[src/rtl/star_arb_n_pkg.sv]
// Shared types and helpers for the star_arb_n chained packet arbiter.
package star_arb_n_pkg;

    typedef enum logic [1:0] {
        IDLE,
        LOCK_SRC,
        LOCK_PRV
    } state_t;

    typedef logic [1:0] pick_t;
    localparam pick_t PICK_NONE = 2'd0;
    localparam pick_t PICK_SRC  = 2'd1;
    localparam pick_t PICK_PRV  = 2'd2;

    // Index width for NUM_SRC sources; a single source still needs one bit.
    function automatic int sel_w(input int n);
        return (n <= 1) ? 1 : $clog2(n);
    endfunction

endpackage

[src/rtl/star_arb_n_if.sv]
// Stream bundle of star_arb_n: local sources, chained upstream and merged output.
interface star_arb_n_if #(
    parameter int DATA_WIDTH = 64,
    parameter int NUM_SRC    = 4
);
    logic [NUM_SRC*DATA_WIDTH-1:0] src_TDATA;
    logic [NUM_SRC-1:0]            src_TVALID;
    logic [NUM_SRC-1:0]            src_TREADY;
    logic [NUM_SRC-1:0]            src_TLAST;
    logic [DATA_WIDTH-1:0]         prv_TDATA;
    logic                          prv_TVALID;
    logic                          prv_TREADY;
    logic                          prv_TLAST;
    logic                          prv_TUSER;
    logic [DATA_WIDTH-1:0]         res_TDATA;
    logic                          res_TVALID;
    logic                          res_TREADY;
    logic                          res_TLAST;
    logic                          res_TUSER;

    modport master (
        output src_TDATA, src_TVALID, src_TLAST,
        output prv_TDATA, prv_TVALID, prv_TLAST, prv_TUSER,
        output res_TREADY,
        input  src_TREADY, prv_TREADY,
        input  res_TDATA, res_TVALID, res_TLAST, res_TUSER
    );

    modport slave (
        input  src_TDATA, src_TVALID, src_TLAST,
        input  prv_TDATA, prv_TVALID, prv_TLAST, prv_TUSER,
        input  res_TREADY,
        output src_TREADY, prv_TREADY,
        output res_TDATA, res_TVALID, res_TLAST, res_TUSER
    );
endinterface

[src/rtl/star_arb_n_rr_pick.sv]
// Round-robin first-one finder: lowest requester at or after ptr, else lowest overall.
module rr_pick
    import star_arb_n_pkg::*;
#(
    parameter int N = 4,
    localparam int SW = sel_w(N)
) (
    input  logic [N-1:0]  req,
    input  logic [SW-1:0] ptr,
    output logic [SW-1:0] idx,
    output logic          any
);

    always_comb begin
        idx = '0;
        any = |req;
        for (int i = N - 1; i >= 0; i--) begin
            if (req[i]) idx = SW'(i);
        end
        // Second pass overrides with the wrap-free candidate when one exists.
        for (int i = N - 1; i >= 0; i--) begin
            if (req[i] && (i >= int'(ptr))) idx = SW'(i);
        end
    end

endmodule

[src/rtl/star_arb_n.sv]
// N-source packet-atomic star-token arbiter for a daisy chain of nodes.
// Define STAR_ARB_N_OUT_REG_EN to register res_* through a 2-entry skid buffer.
module star_arb_n
    import star_arb_n_pkg::*;
#(
    parameter int DATA_WIDTH      = 64,
    parameter int NUM_SRC         = 4,
    parameter int START_WITH_STAR = 0
) (
    input  logic         clk,
    input  logic         rstn,
    star_arb_n_if.slave  bus,
    output logic         star_held,
    output logic         star_err
);

    localparam int SW = sel_w(NUM_SRC);

    state_t             state_reg, state_next;
    logic [SW-1:0]      sel_idx_reg, sel_idx_next;
    logic [SW-1:0]      rr_ptr_reg, rr_ptr_next;
    logic [NUM_SRC-1:0] served_reg, served_next;
    logic               star_reg, star_next;
    logic               star_err_reg, star_err_next;

    logic [DATA_WIDTH-1:0] src_data [NUM_SRC];
    logic [SW-1:0]         idx_u, idx_a, pick_idx;
    logic                  any_u, any_a;
    pick_t                 pick;
    logic                  sel_valid, sel_last, sel_user, accept, out_ready;
    logic [DATA_WIDTH-1:0] sel_data;
    logic [NUM_SRC-1:0]    src_ready, others;
    logic                  prv_ready, handoff_flit, star_in_flit;

    genvar gi;
    generate
        for (gi = 0; gi < NUM_SRC; gi++) begin : g_unpack
            assign src_data[gi] = bus.src_TDATA[gi*DATA_WIDTH +: DATA_WIDTH];
        end
    endgenerate

    rr_pick #(.N(NUM_SRC)) u_pick_unserved (
        .req (bus.src_TVALID & ~served_reg),
        .ptr (rr_ptr_reg),
        .idx (idx_u),
        .any (any_u)
    );

    rr_pick #(.N(NUM_SRC)) u_pick_all (
        .req (bus.src_TVALID),
        .ptr (rr_ptr_reg),
        .idx (idx_a),
        .any (any_a)
    );

    always_comb begin
        pick     = PICK_NONE;
        pick_idx = sel_idx_reg;
        unique case (state_reg)
            IDLE: begin
                if (star_reg && any_u) begin
                    pick     = PICK_SRC;
                    pick_idx = idx_u;
                end else if (bus.prv_TVALID) begin
                    pick = PICK_PRV;
                end else if (any_a) begin
                    pick     = PICK_SRC;
                    pick_idx = idx_a;
                end
            end
            LOCK_SRC: pick = PICK_SRC;
            LOCK_PRV: pick = PICK_PRV;
            default:  pick = PICK_NONE;
        endcase
    end

    always_comb begin
        sel_valid    = 1'b0;
        sel_data     = '0;
        sel_last     = 1'b0;
        sel_user     = 1'b0;
        src_ready    = '0;
        prv_ready    = 1'b0;
        handoff_flit = 1'b0;
        star_in_flit = 1'b0;
        others       = bus.src_TVALID & ~served_reg & ~(NUM_SRC'(1) << pick_idx);
        if (pick == PICK_SRC) begin
            sel_valid           = bus.src_TVALID[pick_idx];
            sel_data            = src_data[pick_idx];
            sel_last            = bus.src_TLAST[pick_idx];
            // The star leaves only once no other unserved local source is waiting.
            handoff_flit        = sel_last && star_reg && (others == '0);
            sel_user            = handoff_flit;
            src_ready[pick_idx] = out_ready && rstn;
        end else if (pick == PICK_PRV) begin
            sel_valid    = bus.prv_TVALID;
            sel_data     = bus.prv_TDATA;
            sel_last     = bus.prv_TLAST;
            star_in_flit = bus.prv_TLAST && bus.prv_TUSER;
            sel_user     = star_in_flit && !star_reg;
            prv_ready    = out_ready && rstn;
        end
        accept = sel_valid && out_ready;
    end

    always_comb begin
        state_next    = state_reg;
        sel_idx_next  = sel_idx_reg;
        rr_ptr_next   = rr_ptr_reg;
        served_next   = served_reg;
        star_next     = star_reg;
        star_err_next = star_err_reg;
        if (accept) begin
            state_next   = sel_last ? IDLE : ((pick == PICK_SRC) ? LOCK_SRC : LOCK_PRV);
            sel_idx_next = pick_idx;
            if ((pick == PICK_SRC) && (state_reg == IDLE))
                rr_ptr_next = (int'(pick_idx) == NUM_SRC - 1) ? '0 : pick_idx + 1'b1;
            if ((pick == PICK_SRC) && sel_last && star_reg)
                served_next[pick_idx] = 1'b1;
            if (handoff_flit) begin
                star_next   = 1'b0;
                served_next = '0;
            end
            // Arrival after a same-cycle handoff is legal; only a true duplicate is an error.
            if (star_in_flit) begin
                if (star_reg && !handoff_flit) star_err_next = 1'b1;
                star_next   = 1'b1;
                served_next = '0;
            end
        end
    end

    always_ff @(posedge clk or negedge rstn) begin
        if (!rstn) begin
            state_reg    <= IDLE;
            sel_idx_reg  <= '0;
            rr_ptr_reg   <= '0;
            served_reg   <= '0;
            star_reg     <= (START_WITH_STAR != 0);
            star_err_reg <= 1'b0;
        end else begin
            state_reg    <= state_next;
            sel_idx_reg  <= sel_idx_next;
            rr_ptr_reg   <= rr_ptr_next;
            served_reg   <= served_next;
            star_reg     <= star_next;
            star_err_reg <= star_err_next;
        end
    end

`ifdef STAR_ARB_N_OUT_REG_EN
    logic [DATA_WIDTH-1:0] skid_data [2];
    logic [1:0]            skid_last, skid_user;
    logic [1:0]            cnt_reg;
    logic                  rd_reg, wr_ptr, pop;

    assign out_ready = (cnt_reg != 2'd2);
    assign pop       = (cnt_reg != 2'd0) && bus.res_TREADY;
    assign wr_ptr    = rd_reg ^ cnt_reg[0];

    always_ff @(posedge clk or negedge rstn) begin
        if (!rstn) begin
            cnt_reg <= '0;
            rd_reg  <= 1'b0;
        end else begin
            cnt_reg <= cnt_reg + {1'b0, accept} - {1'b0, pop};
            rd_reg  <= rd_reg ^ pop;
        end
    end

    always_ff @(posedge clk) begin
        if (accept) begin
            skid_data[wr_ptr] <= sel_data;
            skid_last[wr_ptr] <= sel_last;
            skid_user[wr_ptr] <= sel_user;
        end
    end

    assign bus.res_TVALID = (cnt_reg != 2'd0);
    assign bus.res_TDATA  = skid_data[rd_reg];
    assign bus.res_TLAST  = skid_last[rd_reg];
    assign bus.res_TUSER  = skid_user[rd_reg];
`else
    assign out_ready      = bus.res_TREADY;
    assign bus.res_TVALID = sel_valid && rstn;
    assign bus.res_TDATA  = sel_data;
    assign bus.res_TLAST  = sel_last;
    assign bus.res_TUSER  = sel_user && sel_last;
`endif

    assign bus.src_TREADY = src_ready;
    assign bus.prv_TREADY = prv_ready;
    assign star_held      = star_reg;
    assign star_err       = star_err_reg;

endmodule

[src/flat_wrapper.sv]
// flat-port wrapper written by rule: the top's interface ports become plain ports
module star_arb_n_flat import star_arb_n_pkg::*;
#(
    parameter int DATA_WIDTH      = 64,
    parameter int NUM_SRC         = 4,
    parameter int START_WITH_STAR = 0
)
  (clk, rstn, star_held, star_err, bus_src_TDATA, bus_src_TVALID, bus_src_TLAST, bus_prv_TDATA, bus_prv_TVALID, bus_prv_TLAST, bus_prv_TUSER, bus_res_TREADY, bus_src_TREADY, bus_prv_TREADY, bus_res_TDATA, bus_res_TVALID, bus_res_TLAST, bus_res_TUSER);
  star_arb_n_if #(.DATA_WIDTH(DATA_WIDTH), .NUM_SRC(NUM_SRC)) bus_i ();
  input  logic clk;
  input  logic rstn;
  output logic star_held;
  output logic star_err;
  input wire logic [$bits(bus_i.src_TDATA)-1:0] bus_src_TDATA;
  input wire logic [$bits(bus_i.src_TVALID)-1:0] bus_src_TVALID;
  input wire logic [$bits(bus_i.src_TLAST)-1:0] bus_src_TLAST;
  input wire logic [$bits(bus_i.prv_TDATA)-1:0] bus_prv_TDATA;
  input wire logic [$bits(bus_i.prv_TVALID)-1:0] bus_prv_TVALID;
  input wire logic [$bits(bus_i.prv_TLAST)-1:0] bus_prv_TLAST;
  input wire logic [$bits(bus_i.prv_TUSER)-1:0] bus_prv_TUSER;
  input wire logic [$bits(bus_i.res_TREADY)-1:0] bus_res_TREADY;
  output wire logic [$bits(bus_i.src_TREADY)-1:0] bus_src_TREADY;
  output wire logic [$bits(bus_i.prv_TREADY)-1:0] bus_prv_TREADY;
  output wire logic [$bits(bus_i.res_TDATA)-1:0] bus_res_TDATA;
  output wire logic [$bits(bus_i.res_TVALID)-1:0] bus_res_TVALID;
  output wire logic [$bits(bus_i.res_TLAST)-1:0] bus_res_TLAST;
  output wire logic [$bits(bus_i.res_TUSER)-1:0] bus_res_TUSER;
  assign bus_i.src_TDATA = bus_src_TDATA;
  assign bus_i.src_TVALID = bus_src_TVALID;
  assign bus_i.src_TLAST = bus_src_TLAST;
  assign bus_i.prv_TDATA = bus_prv_TDATA;
  assign bus_i.prv_TVALID = bus_prv_TVALID;
  assign bus_i.prv_TLAST = bus_prv_TLAST;
  assign bus_i.prv_TUSER = bus_prv_TUSER;
  assign bus_i.res_TREADY = bus_res_TREADY;
  assign bus_src_TREADY = bus_i.src_TREADY;
  assign bus_prv_TREADY = bus_i.prv_TREADY;
  assign bus_res_TDATA = bus_i.res_TDATA;
  assign bus_res_TVALID = bus_i.res_TVALID;
  assign bus_res_TLAST = bus_i.res_TLAST;
  assign bus_res_TUSER = bus_i.res_TUSER;
  star_arb_n #(.DATA_WIDTH(DATA_WIDTH), .NUM_SRC(NUM_SRC), .START_WITH_STAR(START_WITH_STAR)) u_core (.clk(clk), .rstn(rstn), .bus(bus_i), .star_held(star_held), .star_err(star_err));
endmodule
[config.mk]
export PLATFORM = sky130hd
export DESIGN_NAME = star_arb_n_flat
export DESIGN_NICKNAME = d
export VERILOG_FILES = /design/src/rtl/star_arb_n_pkg.sv /design/src/rtl/star_arb_n_if.sv /design/src/rtl/star_arb_n_rr_pick.sv /design/src/rtl/star_arb_n.sv /design/src/flat_wrapper.sv
export SDC_FILE = /design/constraint.sdc
export NUM_CORES = 1
export LEC_CHECK = 0
export CAP_MARGIN = 20
export CORE_AREA = 4 4 156 158
export CTS_CLUSTER_DIAMETER = 100
export DETAILED_ROUTE_END_ITERATION = 16
export DIE_AREA = 0 0 160 162
export PLACE_DENSITY_LB_ADDON = 0.05
export SLEW_MARGIN = 20
export SYNTH_ARGS = -nofsm -noshare
export SYNTH_HDL_FRONTEND = slang
export SYNTH_SLANG_ARGS = --single-unit
[constraint.sdc]
create_clock -name clk -period 4.8 [get_ports clk]
set_clock_uncertainty 0.1 [all_clocks]
set_input_delay 1.2 -clock clk [delete_from_list [all_inputs] [get_ports clk]]
set_output_delay 1.2 -clock clk [all_outputs]
set_load 0.02 [all_outputs]
==> metrics, run 1 <==
CTS H-tree lvls 1; Worst Path Class, Setup primary input to output port; Worst R2R Path Depth 12; Post-synth EDFFs 0; reg2reg start u_core.state_reg[1]; gpl congestion around 0.84; Die Y around 160 microns; violated checks setup timing; Lkg Pwr 4.33 nW; register area share after synthesis 8.29%; crit path launch bus_src_TVALID[3]; crit path DAT between 3 and 4 ns; Final WS setup -0.0747 ns; number of synthesized register bits 12; GRT Residual Overflow 0; clk root buf clkbuf_16; total negative slack -1.28 ns; nature of the critical path startpoint primary input; die width 160 microns; Post-Synthesis Cells 486; maximum clock insertion buffer count 2; Crit Path Max Fanout 7; initial antenna violation count 4; wire per inst 22.2 microns; worst endpoint required time 3.50 ns; most frequent cells in the layout 331 x clkdlybuf4s50_1, 133 x nand2_1, 113 x mux2i_1; clock-pin slew on the worst setup and hold paths 0.04 ns; maxcap violations 0; Placeable Area between 20000 and 25000 sq um; final worst-path cycle share 102%; Setup crit end kind output port; worst setup path endpoint bus_res_TDATA[14]; Post-synth ARST share 100%; HP Class flip-flop to flip-flop; Avg Inst Size Synth 7.45 sq um; R2R Setup Slk roughly 1.5 ns; routed via count 5826; Reg2Reg Capture Point u_core.rr_ptr_reg[0]; share of cells above drive strength 1 27.9%; GR Util All Layers 19.1%; Final Instance Area 9830 sq um; synth top area cells mux2i_1 37%, a32o_1 18%, nand2_1 14%; DIE AREA 25900 sq um; Pwr per Cell Area between 800 and 900 nW/um^2; drt total wl 28000 microns; DP Area around 8600 sq um; Area growth syn-to-layout 171%; Slew headroom 65.6%; final hold violation count 0; Mapped Area 3620 sq um; Post-route DRC 0; Yosys top cell area share 37.3%; max-slew violation count 0; Nets ~1300; RSZ-0062 raised after global routing yes; Fmax achieved 205 MHz; port bufs 407; yosys warns 0; initial core utilization roughly 16%; DR iter-0 viols 280; peak supply drop 0.311 mV; Synth Flop Type dfrtp_1; DR vias/cell 4.62; largest net degree at the start of global routing 35; Routed Antenna Nets 0; Tmin final just under 5 ns; drt first pass iters 4; CTS Sinks 12; total CTS buffers 3; detailed placer's ending HPWL 21800 microns; CTS tree yes; first-pass GRT wire length roughly 38000 microns; Largest register FFs 4; syn_nets 821; Worst-Skew Late Latency ~0.24 ns; Ports 408; # hold bufs at CTS 0; vias in the first global route 6249; most common cell after layout, fill and taps aside clkdlybuf4s50_1; Hold Worst Slack 0.372 ns; Core Rows 56; outcome finished with violations; Synth area leader mux2i_1; # setup viols final 37; post-synth cell types 45; Slew @ Worst Pin 0.514 ns
==> where the power goes <==
part / internal (W) / switching (W) / total, W
Combinational: 0.00426 / 0.00363 / 0.00788
Clock: 0.000126 / 0.0000440 / 0.000170
Sequential: 0.000147 / 0.0000604 / 0.000208
Total: 0.00453 / 0.00373 / 0.00826
==> per-layer routing <==
layer / GRT usage [%] / vias up / wire length, microns
li1: - / 2812 / -
met1: 20.4 / 2742 / 10400
met2: 36.7 / 243 / 15000
met3: 5.81 / 29 / 2140
met4: 4.46 / 0 / 507
met5: 0 / - / 0
==> how the worst min path moves through the flow <==
stage / startpoint / to / slack (ns) / depth (start not counted)
4_1_cts: u_core.star_err / u_core.star_err / 0.37 / 1
5_1_grt: u_core.star_err / u_core.star_err / 0.38 / 1
2_1_floorplan: u_core.served_reg[3] / u_core.served_reg[3] / 0.37 / 2
3_3_place_gp: u_core.star_err / u_core.star_err / 0.34 / 1
3_5_place_dp: u_core.star_err / u_core.star_err / 0.36 / 1
6_report: u_core.star_err / u_core.star_err / 0.37 / 1
==> cells in the mapped netlist, types with 3 or more instances <==
master,n
nor2b_1,3
buf_1,10
mux2i_1,135
a32o_1,64
inv_1,7
o21ai_0,5
a21oi_1,10
buf_4,3
nand2b_1,5
buf_2,16
nor2_1,16
a31oi_1,5
and3_1,3
nand2_1,134
nor3_1,3
clkbuf_1,17
dfrtp_1,12
==> repair_timing <==
item,in CTS,in global routing
setup endpoints to repair,72,70
resized for setup,422,95
buffers inserted,30,12
pin swaps,44,52
gates cloned,8,8
==> worst max-delay path, stage by stage <==
cell     delay, ns
buf_8         0.10
nor2b_4       0.12
or4_4         0.53
a22oi_2       0.22
a221o_4       0.27
buf_12        0.15
buf_12        0.11
buf_8         0.12
buf_6         0.10
mux2i_1       0.17
nand2_1       0.08
a32o_2        0.26
buf_6         0.13
==> area by class of cell <==
cell class	count	area, sq um
Fill cell	2297	13300
Antenna cell	4	10.0
Inverter	8	35.0
Timing Repair Buffer	525	5660
Multi-Input combinational cell	419	3370
Clock buffer	4	88.8
Tap cell	290	363
Sequential cell	12	300
==> cell families after synthesis <==
family	share of synthesized area, %
adder cells (fa/ha/maj)	0.345
flip-flops	8.29
multiplexers	37.3
buffers and inverters	6.77
AO/OA/AOI/OAI	27.0
AND/OR/NAND/NOR	20.3
==> through the flow <==
step / util, % / setup WS (ns) / instances / power, W
detailed placement: 37.1 / -0.872 / 1204 / 0.00624
floorplan: - / 0.0717 / 486 / 0.00349
CTS: 40.3 / -0.144 / 1244 / 0.00759
global placement: 37.1 / -0.856 / 1204 / 0.00623
global route: 42.5 / -0.181 / 1262 / 0.00873
finish: 42.5 / -0.0747 / 1262 / 0.00826
(Power assumes the default switching activity.)
==> run 2: changes to the inputs <==
Settings changed: ABC_CLOCK_PERIOD_IN_PS set to 4800, GPL_ROUTABILITY_DRIVEN set to 0.
==> results of run 2 <==
The final DEF is identical to that of run 1; final timing and power are the same.
==> run 3: changes to the inputs <==
Settings changed: GPL_TIMING_DRIVEN set to 0.
==> run 3 against run 2 <==
Effect of this change:
- the flow still finishes with violations (setup timing)
- design area down 4.0%
- hold slack better by 0.0030 ns
- sequential power down 3%
- routed wire length up 2.0%
- register-to-register slack better by 0.09 ns
- clock power up 5%
- largest cell class unchanged
- largest power group unchanged
==> metrics, run 3 (synthesis results as in run 1) <==
outcome finished with violations; violated checks setup timing; maxcap violations 0; Pwr per Cell Area roughly 830 nW/um^2; CTS Sinks 12; setup slack at placement -1.77 ns; Setup crit end kind output port; routed via count 5791; initial core utilization 15.7%; die width 160 microns; Ports 408; DR iter-0 viols between 200 and 300; most frequent cells in the layout 331 x clkdlybuf4s50_1, 134 x nand2_1, 122 x mux2i_1; final hold violation count 0; Routed Antenna Nets 0; wire per inst 22.8 microns; Placeable Area 23100 sq um; clock-pin slew on the worst setup and hold paths 0.05 ns; Slew @ Worst Pin 0.728 ns; Hold Worst Slack 0.375 ns; Slew headroom around half; detailed placer's ending HPWL 22800 microns; max-slew violation count 0; Core Rows 56; CTS H-tree lvls 1; DR vias/cell 4.63; nature of the critical path startpoint primary input; Worst Path Class, Setup primary input to output port; DIE AREA 25900 sq um; Fmax achieved 202 MHz; maximum clock insertion buffer count 2; total CTS buffers 3; Tmin final 4.94 ns; HP Class flip-flop to flip-flop; vias in the first global route 6215; clk root buf clkbuf_16; GRT Residual Overflow 0; Crit Path Max Fanout 7; final worst-path cycle share 103%; port bufs 406; drt first pass iters 5; GR Util All Layers 20.2%; first-pass GRT wire length 39800 microns; crit path DAT between 3 and 4 ns; CTS tree yes; # setup viols final 65; largest net degree at the start of global routing 17; Nets 1285; drt total wl 28600 microns; total negative slack -6.10 ns; share of cells above drive strength 1 25.2%; Post-route DRC 0; RSZ-0062 raised after global routing yes; fillcell total between 2000 and 2500; Die Y approximately 160 microns; worst endpoint required time 3.50 ns; Area growth syn-to-layout 161%; Lkg Pwr about 4.2 nW; Worst-Skew Late Latency 0.25 ns; Final WS setup -0.145 ns; most common cell after layout, fill and taps aside clkdlybuf4s50_1; initial antenna violation count 14; Largest register FFs 4; peak supply drop 0.301 mV; Tot Pwr 0.00785 W
## run 3: changes by cell type in the layout (fill, tap and decap cells not counted), sizes merged
cell,delta
buf,-30
diode,+8
clkbuf,+11
## run 3: stage by stage
step | util, % | cell area, sq um | cells
CTS | 40.3 | 9310 | 1235
floorplan | - | 3620 | 486
global route | 40.8 | 9430 | 1251
detailed placement | 34.8 | 8050 | 1182
global placement | 34.8 | 8050 | 1182
finish | 40.8 | 9430 | 1251
## run 3: worst paths after layout
kind / from / end / slack (ns) / depth (start not counted)
setup / recovery: bus_src_TVALID[3] / bus_res_TDATA[49] / -0.14 / 13
hold / removal: u_core.star_err / u_core.star_err / 0.37 / 1
setup reg to reg: u_core.star_held / u_core.served_reg[0] / 1.60 / 13
hold reg to reg: u_core.star_err / u_core.star_err / 0.37 / 1
max in group asynchronous: rstn / u_core.state_reg[1] / 2.85 / 1
min in group asynchronous: rstn / u_core.rr_ptr_reg[1] / 1.28 / 1
## run 3: cell type report
| type | count | area, sq um | share of cell area (%) |
|---|---|---|---|
| Timing Repair Buffer | 460 | 4830 | 51.2 |
| Sequential cell | 12 | 300 | 3.18 |
| Clock buffer | 4 | 88.8 | 0.942 |
| Inverter | 8 | 32.5 | 0.345 |
| Tap cell | 290 | 363 | 3.85 |
| Antenna cell | 12 | 30.0 | 0.318 |
| Multi-Input combinational cell | 419 | 3320 | 35.1 |
| Buffer | 46 | 472 | 5.00 |
## run 3: report_power, final
part | total (W) | switching, W | internal [W] | leakage (nW)
Sequential | 0.000201 | 0.0000542 | 0.000147 | 0.146
Clock | 0.000178 | 0.0000517 | 0.000126 | 0.0442
Combinational | 0.00747 | 0.00356 | 0.00391 | 4.01
## run 3: timing repair
action | 4_1_cts | 5_1_grt
resized for setup | 563 | 63
buffers inserted | 39 | 9
setup endpoints to repair | 72 | 70
hold buffers | 0 | 0
pin swaps | 27 | 38
cloned | 10 | 2
## run 3: worst max-delay path, stage by stage
cell     delay (ns)
buf_8          0.10
nor2b_4        0.14
or4_4          0.53
a22oi_2        0.20
a221o_1        0.20
buf_8          0.15
buf_12         0.12
buf_16         0.13
buf_12         0.13
mux2i_4        0.23
nand2_1        0.08
a32o_1         0.27
buf_6          0.13
## run 3: metal layers
metal / vias to the layer above / part of all wire [%] / routed length, microns / GRT usage [%]
li1: 2782 / - / - / -
met2: 269 / 53 / 15300 / 37.6
met4: 4 / 2.2 / 621 / 7.08
met5: - / 0.094 / 27 / 0
met3: 35 / 7.7 / 2210 / 5.86
met1: 2701 / 37 / 10400 / 21.8
